--- config.mk ---
export PLATFORM = sky130hd
export DESIGN_NAME = decryption_scheduler
export DESIGN_NICKNAME = d
export VERILOG_FILES = /design/src/rtl/decryption_scheduler.sv
export SDC_FILE = /design/constraint.sdc
export NUM_CORES = 1
export LEC_CHECK = 0
export ABC_AREA = 1
export BUFFER_PORTS_ARGS = -buffer_cell sky130_fd_sc_hd__buf_4
export CAP_MARGIN = 15
export CORE_MARGIN = 2
export CORE_UTILIZATION = 57
export CTS_BUF_LIST = sky130_fd_sc_hd__clkbuf_4 sky130_fd_sc_hd__clkbuf_8 sky130_fd_sc_hd__clkbuf_16
export DETAILED_ROUTE_END_ITERATION = 7
export PLACE_DENSITY = 0.82
export SLEW_MARGIN = 10
export SYNTH_ARGS = -nofsm -noshare
export SYNTH_HDL_FRONTEND = slang
export SYNTH_SLANG_ARGS = --single-unit
--- constraint.sdc ---
create_clock -name clk -period 3.9 [get_ports clk]
set_clock_uncertainty 0.1 [all_clocks]
set_input_delay 0.78 -clock clk [delete_from_list [all_inputs] [get_ports clk]]
set_output_delay 0.78 -clock clk [all_outputs]
set_load 0.01 [all_outputs]
--- src/rtl/decryption_scheduler.sv ---
// Shares one byte stream among three decryption engines through a small FIFO and message-level FSM.
// Optional message/drop statistics counters are enabled by DECRYPT_SCHED_STATS_EN.
module decryption_scheduler #(
  parameter int unsigned        D_WIDTH    = 8,
  parameter int unsigned        FIFO_DEPTH = 4,
  parameter logic [D_WIDTH-1:0] END_CHAR   = 8'hFA
) (
  input  logic                   clk,
  input  logic                   rst,
  input  logic [D_WIDTH-1:0]     data_i,
  input  logic                   valid_i,
  input  logic [1:0]             sel_i,
  output logic                   busy_o,
  output logic [D_WIDTH-1:0]     eng_data_o,
  output logic [2:0]             eng_valid_o,
  input  logic [2:0]             eng_busy_i,
  input  logic [3*D_WIDTH-1:0]   eng_data_i,
  input  logic [2:0]             eng_valid_i,
  output logic [D_WIDTH-1:0]     data_o,
  output logic                   valid_o,
  output logic                   error_o
`ifdef DECRYPT_SCHED_STATS_EN
  ,
  output logic [15:0]            msg_cnt_o,
  output logic [15:0]            drop_cnt_o
`endif
);

  localparam int unsigned PTR_W = (FIFO_DEPTH > 1) ? $clog2(FIFO_DEPTH) : 1;
  localparam int unsigned CNT_W = PTR_W + 1;
  localparam int unsigned ENT_W = D_WIDTH + 2;

  localparam logic [1:0] S_IDLE   = 2'd0;
  localparam logic [1:0] S_STREAM = 2'd1;
  localparam logic [1:0] S_DRAIN  = 2'd2;
  localparam logic [1:0] S_DROP   = 2'd3;

  logic [ENT_W-1:0]   r_mem [FIFO_DEPTH];
  logic [PTR_W-1:0]   r_wr_ptr;
  logic [PTR_W-1:0]   r_rd_ptr;
  logic [CNT_W-1:0]   r_count;
  logic [1:0]         r_state;
  logic [1:0]         r_sel_q;
  logic               r_seen_busy;

  logic               w_push;
  logic               w_pop;
  logic               w_empty;
  logic [1:0]         w_head_sel;
  logic [D_WIDTH-1:0] w_head_data;
  logic [1:0]         w_state_nxt;
  logic               w_sel_ld;
  logic               w_fwd;
  logic               w_err;
  logic               w_eng_busy;
  logic               w_eng_valid;
  logic               w_active;
  logic [D_WIDTH-1:0] w_eng_rdata;
  logic [3:0]         w_busy_vec;
  logic [3:0]         w_valid_vec;

  assign busy_o      = (r_count == CNT_W'(FIFO_DEPTH));
  assign w_empty     = (r_count == '0);
  assign w_push      = valid_i & ~busy_o;
  assign w_head_sel  = r_mem[r_rd_ptr][ENT_W-1 -: 2];
  assign w_head_data = r_mem[r_rd_ptr][D_WIDTH-1:0];

  // Pad to four entries so a latched select of 3 never indexes out of range
  assign w_busy_vec  = {1'b0, eng_busy_i};
  assign w_valid_vec = {1'b0, eng_valid_i};
  assign w_eng_busy  = w_busy_vec[r_sel_q];
  assign w_eng_valid = w_valid_vec[r_sel_q];
  assign w_active    = (r_state == S_STREAM) || (r_state == S_DRAIN);

  always_comb begin
    w_eng_rdata = '0;
    case (r_sel_q)
      2'd0:    w_eng_rdata = eng_data_i[0 +: D_WIDTH];
      2'd1:    w_eng_rdata = eng_data_i[D_WIDTH +: D_WIDTH];
      2'd2:    w_eng_rdata = eng_data_i[2*D_WIDTH +: D_WIDTH];
      default: w_eng_rdata = '0;
    endcase
  end

  // FIFO storage carries no reset; validity is tracked by r_count
  always_ff @(posedge clk) begin
    if (w_push) r_mem[r_wr_ptr] <= {sel_i, data_i};
  end

  always_ff @(posedge clk or posedge rst) begin
    if (rst) begin
      r_wr_ptr <= '0;
      r_rd_ptr <= '0;
      r_count  <= '0;
    end else begin
      if (w_push) r_wr_ptr <= r_wr_ptr + PTR_W'(1);
      if (w_pop)  r_rd_ptr <= r_rd_ptr + PTR_W'(1);
      case ({w_push, w_pop})
        2'b10:   r_count <= r_count + CNT_W'(1);
        2'b01:   r_count <= r_count - CNT_W'(1);
        default: r_count <= r_count;
      endcase
    end
  end

  // Message-level next-state and FIFO pop decision
  always_comb begin
    w_state_nxt = r_state;
    w_pop       = 1'b0;
    w_sel_ld    = 1'b0;
    w_fwd       = 1'b0;
    w_err       = 1'b0;
    case (r_state)
      S_IDLE: begin
        if (!w_empty) begin
          w_sel_ld    = 1'b1;
          w_state_nxt = (w_head_sel == 2'd3) ? S_DROP : S_STREAM;
        end
      end
      S_STREAM: begin
        if (!w_empty && !w_eng_busy) begin
          w_pop = 1'b1;
          w_fwd = 1'b1;
          if (w_head_data == END_CHAR) w_state_nxt = S_DRAIN;
        end
      end
      S_DRAIN: begin
        if (r_seen_busy && !w_eng_busy && !w_eng_valid) w_state_nxt = S_IDLE;
      end
      S_DROP: begin
        if (!w_empty) begin
          w_pop = 1'b1;
          if (w_head_data == END_CHAR) begin
            w_err       = 1'b1;
            w_state_nxt = S_IDLE;
          end
        end
      end
      default: w_state_nxt = S_IDLE;
    endcase
  end

  always_ff @(posedge clk or posedge rst) begin
    if (rst) begin
      r_state     <= S_IDLE;
      r_sel_q     <= 2'd0;
      r_seen_busy <= 1'b0;
      eng_data_o  <= '0;
      eng_valid_o <= '0;
      data_o      <= '0;
      valid_o     <= 1'b0;
      error_o     <= 1'b0;
    end else begin
      r_state <= w_state_nxt;
      if (w_sel_ld) r_sel_q <= w_head_sel;
      if (r_state == S_DRAIN) r_seen_busy <= r_seen_busy | w_eng_busy;
      else                    r_seen_busy <= 1'b0;
      if (w_fwd) begin
        eng_data_o  <= w_head_data;
        eng_valid_o <= 3'(3'b001 << r_sel_q);
      end else begin
        eng_valid_o <= '0;
      end
      valid_o <= w_active & w_eng_valid;
      if (w_active && w_eng_valid) data_o <= w_eng_rdata;
      error_o <= w_err;
    end
  end

`ifdef DECRYPT_SCHED_STATS_EN
  always_ff @(posedge clk or posedge rst) begin
    if (rst) begin
      msg_cnt_o  <= '0;
      drop_cnt_o <= '0;
    end else begin
      if (r_state == S_DRAIN && w_state_nxt == S_IDLE) msg_cnt_o  <= msg_cnt_o + 16'd1;
      if (r_state == S_DROP  && w_state_nxt == S_IDLE) drop_cnt_o <= drop_cnt_o + 16'd1;
    end
  end
`endif

endmodule
==> metrics.cfg <==
[floorplan]
ios = 65
start_util_pct = 60.0
dieArea_um2 = 6540
row_count = 27
die_w_um = 80.9
design.core.area_um2 = 5610
die_h_um = 80.9

[worst_setup_path]
path_depth = 11
arrival_ns = 2.86
end_kind = register
crit_family = simple AND/OR/NAND/NOR gates
worstSetupStartpointType = register
startpoint = r_rd_ptr[0]
cp.buffers_inverters = 1
slowest_stage = dfrtp_1
r2r_start = r_rd_ptr[0]
slowest_delay_ns = 0.83
crit_top_cell = nand2_1
path_cells = inv_1 > nand2_1 > nand3_1 > nand2_1 > nand2_1 > nor2_1 > nand2_1 > a21oi_2 > nand2_1 > nand2_1 > nand2_1
critical_path.endpoint = r_state[1]
r2r_end = r_state[1]
r2r_slack_ns = 1.17
critical_path_class = reg2reg
worstPathRequired_ns = 4.03
cp_max_fo = 23
reg2reg_depth = 11

[final_layout]
stdcell_area_um2 = 4110
synthToLayoutAreaGrowth_pct = 22.1
num_antenna_cells = 0
drive_gt1_share_pct = 24.6
nets = 456

[timing]
relSlewSlack_pct = 31.6
slew_viol_final = 0
final_hold_viol_count = 0
timing.hold.ws_ns = 0.392
setup-tns-final_ns = 0
min_period_ns = 2.73
rsz0062_at_grt = no
worst_pin_slew_ns = 1.02
timing.fmax_mhz = 366
fin_crit_sh_pct = 70.0
setup_viol = 0
setup_slack_ns = 1.17

[synthesis]
synth_area_leaders = edfxtp_1 36%, dfrtp_1 25%, nand2_1 9.0%, inv_1 5.8%, ha_1 3.7%
synth_area_um2 = 3370
synth_cells = 333
yosys.area.top_type = edfxtp_1
synth_edf_count = 40
synth_common_cells = 81 x nand2_1, 52 x inv_1, 40 x edfxtp_1
synth_nets = 387
ys_warn_count = 0
ys_async_sr_fraction_pct = 45.2
avgSynthCellArea_um2 = 10.1
ys_seq_elements = 73
synth-main-ff-cell = edfxtp_1
yosys.cell_types.count = 28
yosysMostFrequentCell = nand2_1
yosysSeqAreaShare_pct = 60.2
synth_top_area_share_pct = 35.7

[drt]
wl_per_cell_um = 14.8
postRouteAntennaNets = 0
first_pass_iters = 4
avgViaCountPerCell = 5.16
num_vias = 2473
routed_wl_um = 7070
drtIter0Drc = 189
drcViolationCount = 0

[cts]
cts_setup_buffers = 0
htreeDepth = 3
insertion_delay_ns = 0.35
cts_hold_buf = 0
cts.sink_count = 73
cts_buffer_depth = 2
cts_tree = done
cts_resized = 0
clk_pin_slew_worst_paths_ns = 0.08
cts_buffers = 9
cts-root-buf = clkbuf_8

[placed_design]
preCtsSetupSlack_ns = 0.927
portBuffers = 64
gp_congestion = 0.842
placedInstanceArea_um2 = 3910
dp_hpwl_um = 5010

[global_routing]
grt_pass1_vias = 2451
grt_max_degree = 34
antenna_found_initial = 0
grt_pass1_wl_um = 11600
grt.overflow.total = 0
grt_use_total_pct = 23.9

[power]
ir_worst_vdd_mv = 0.427
p_leak_nw = 2.00
p_per_area_nw_per_um2 = 774
totalPowerFinal_mw = 3.18

[worst_hold_path]
hold_class = reg2reg

[job]
drv_cap = 0

[status]
status = completed

==> power by group <==
group	switching (mW)	internal, mW	total (mW)
combinational	0.793	0.542	1.33
sequential	0.182	1.07	1.25
clock	0.283	0.313	0.597
total	1.26	1.92	3.18
==> logic make-up after synthesis <==
kind of cell	Yosys count	synth area share, %
AOI/OAI and AO/OA	35	6.06
xor gates and xnor gates	5	1.30
adders and majority gates	11	4.31
buffers and inverters	61	7.13
DFF	73	60.2
muxes	9	3.34
and+or+nand+nor	139	17.7
==> flip-flops by register name (all words and copies together) (netlist names), 2 cells and up <==
signal       count
data_o           8
eng_data_o       8
eng_valid_o      3
r_count          3
r_mem           40
r_rd_ptr         2
r_sel_q          2
r_state          2
r_wr_ptr         2
==> worst min path at each step <==
stage                from          to  slack, ns  depth (start not counted)
2_1_floorplan  r_count[0]  r_count[0]       0.35                          1
3_3_place_gp   r_count[0]  r_count[0]       0.37                          1
3_5_place_dp   r_count[0]  r_count[0]       0.37                          1
4_1_cts        r_count[1]  r_count[1]       0.41                          2
5_1_grt         data_o[0]   data_o[0]       0.43                          1
6_report       r_count[0]  r_count[0]       0.39                          1
==> placed cells by master (no fill, tap or decap), drive strengths merged <==
cell and n:
nand2 82, buf 65, inv 55, edfxtp 40, dfrtp 33, nor2 30, nand3 26, o21ai 23
clkbuf 13, ha 10, mux2 9, a22o 5, xor2 4, a21oi 4, o22ai 2, nor3 1
xnor2 1, o31a 1, fa 1, clkinvlp 1, clkinv 1
==> per-stage QoR <==
stage	util (%)	std cells
2_1_floorplan	-	333
3_3_place_gp	69.7	463
3_5_place_dp	69.7	463
4_1_cts	73.3	479
5_1_grt	73.3	479
6_report	73.3	479
==> layout make-up <==
cell class                 instances  area, um^2
clock buffer                      13         184
clock inverter                     3        21.3
fill                             399        1500
inverter                          54         203
multi-input combinational        199        1100
sequential                        73        2030
tap                               72        90.1
timing repair buffer              65         488
==> layer usage <==
metal / vias up / global-route usage, % / routed length [um]
li1: 1211 / - / -
met2: 76 / 39.6 / 3390
met5: - / 0 / 0
met3: 12 / 4.00 / 418
met1: 1174 / 31.6 / 3130
met4: 0 / 9.66 / 127
Note: power is estimated with default switching activity, not from simulation.
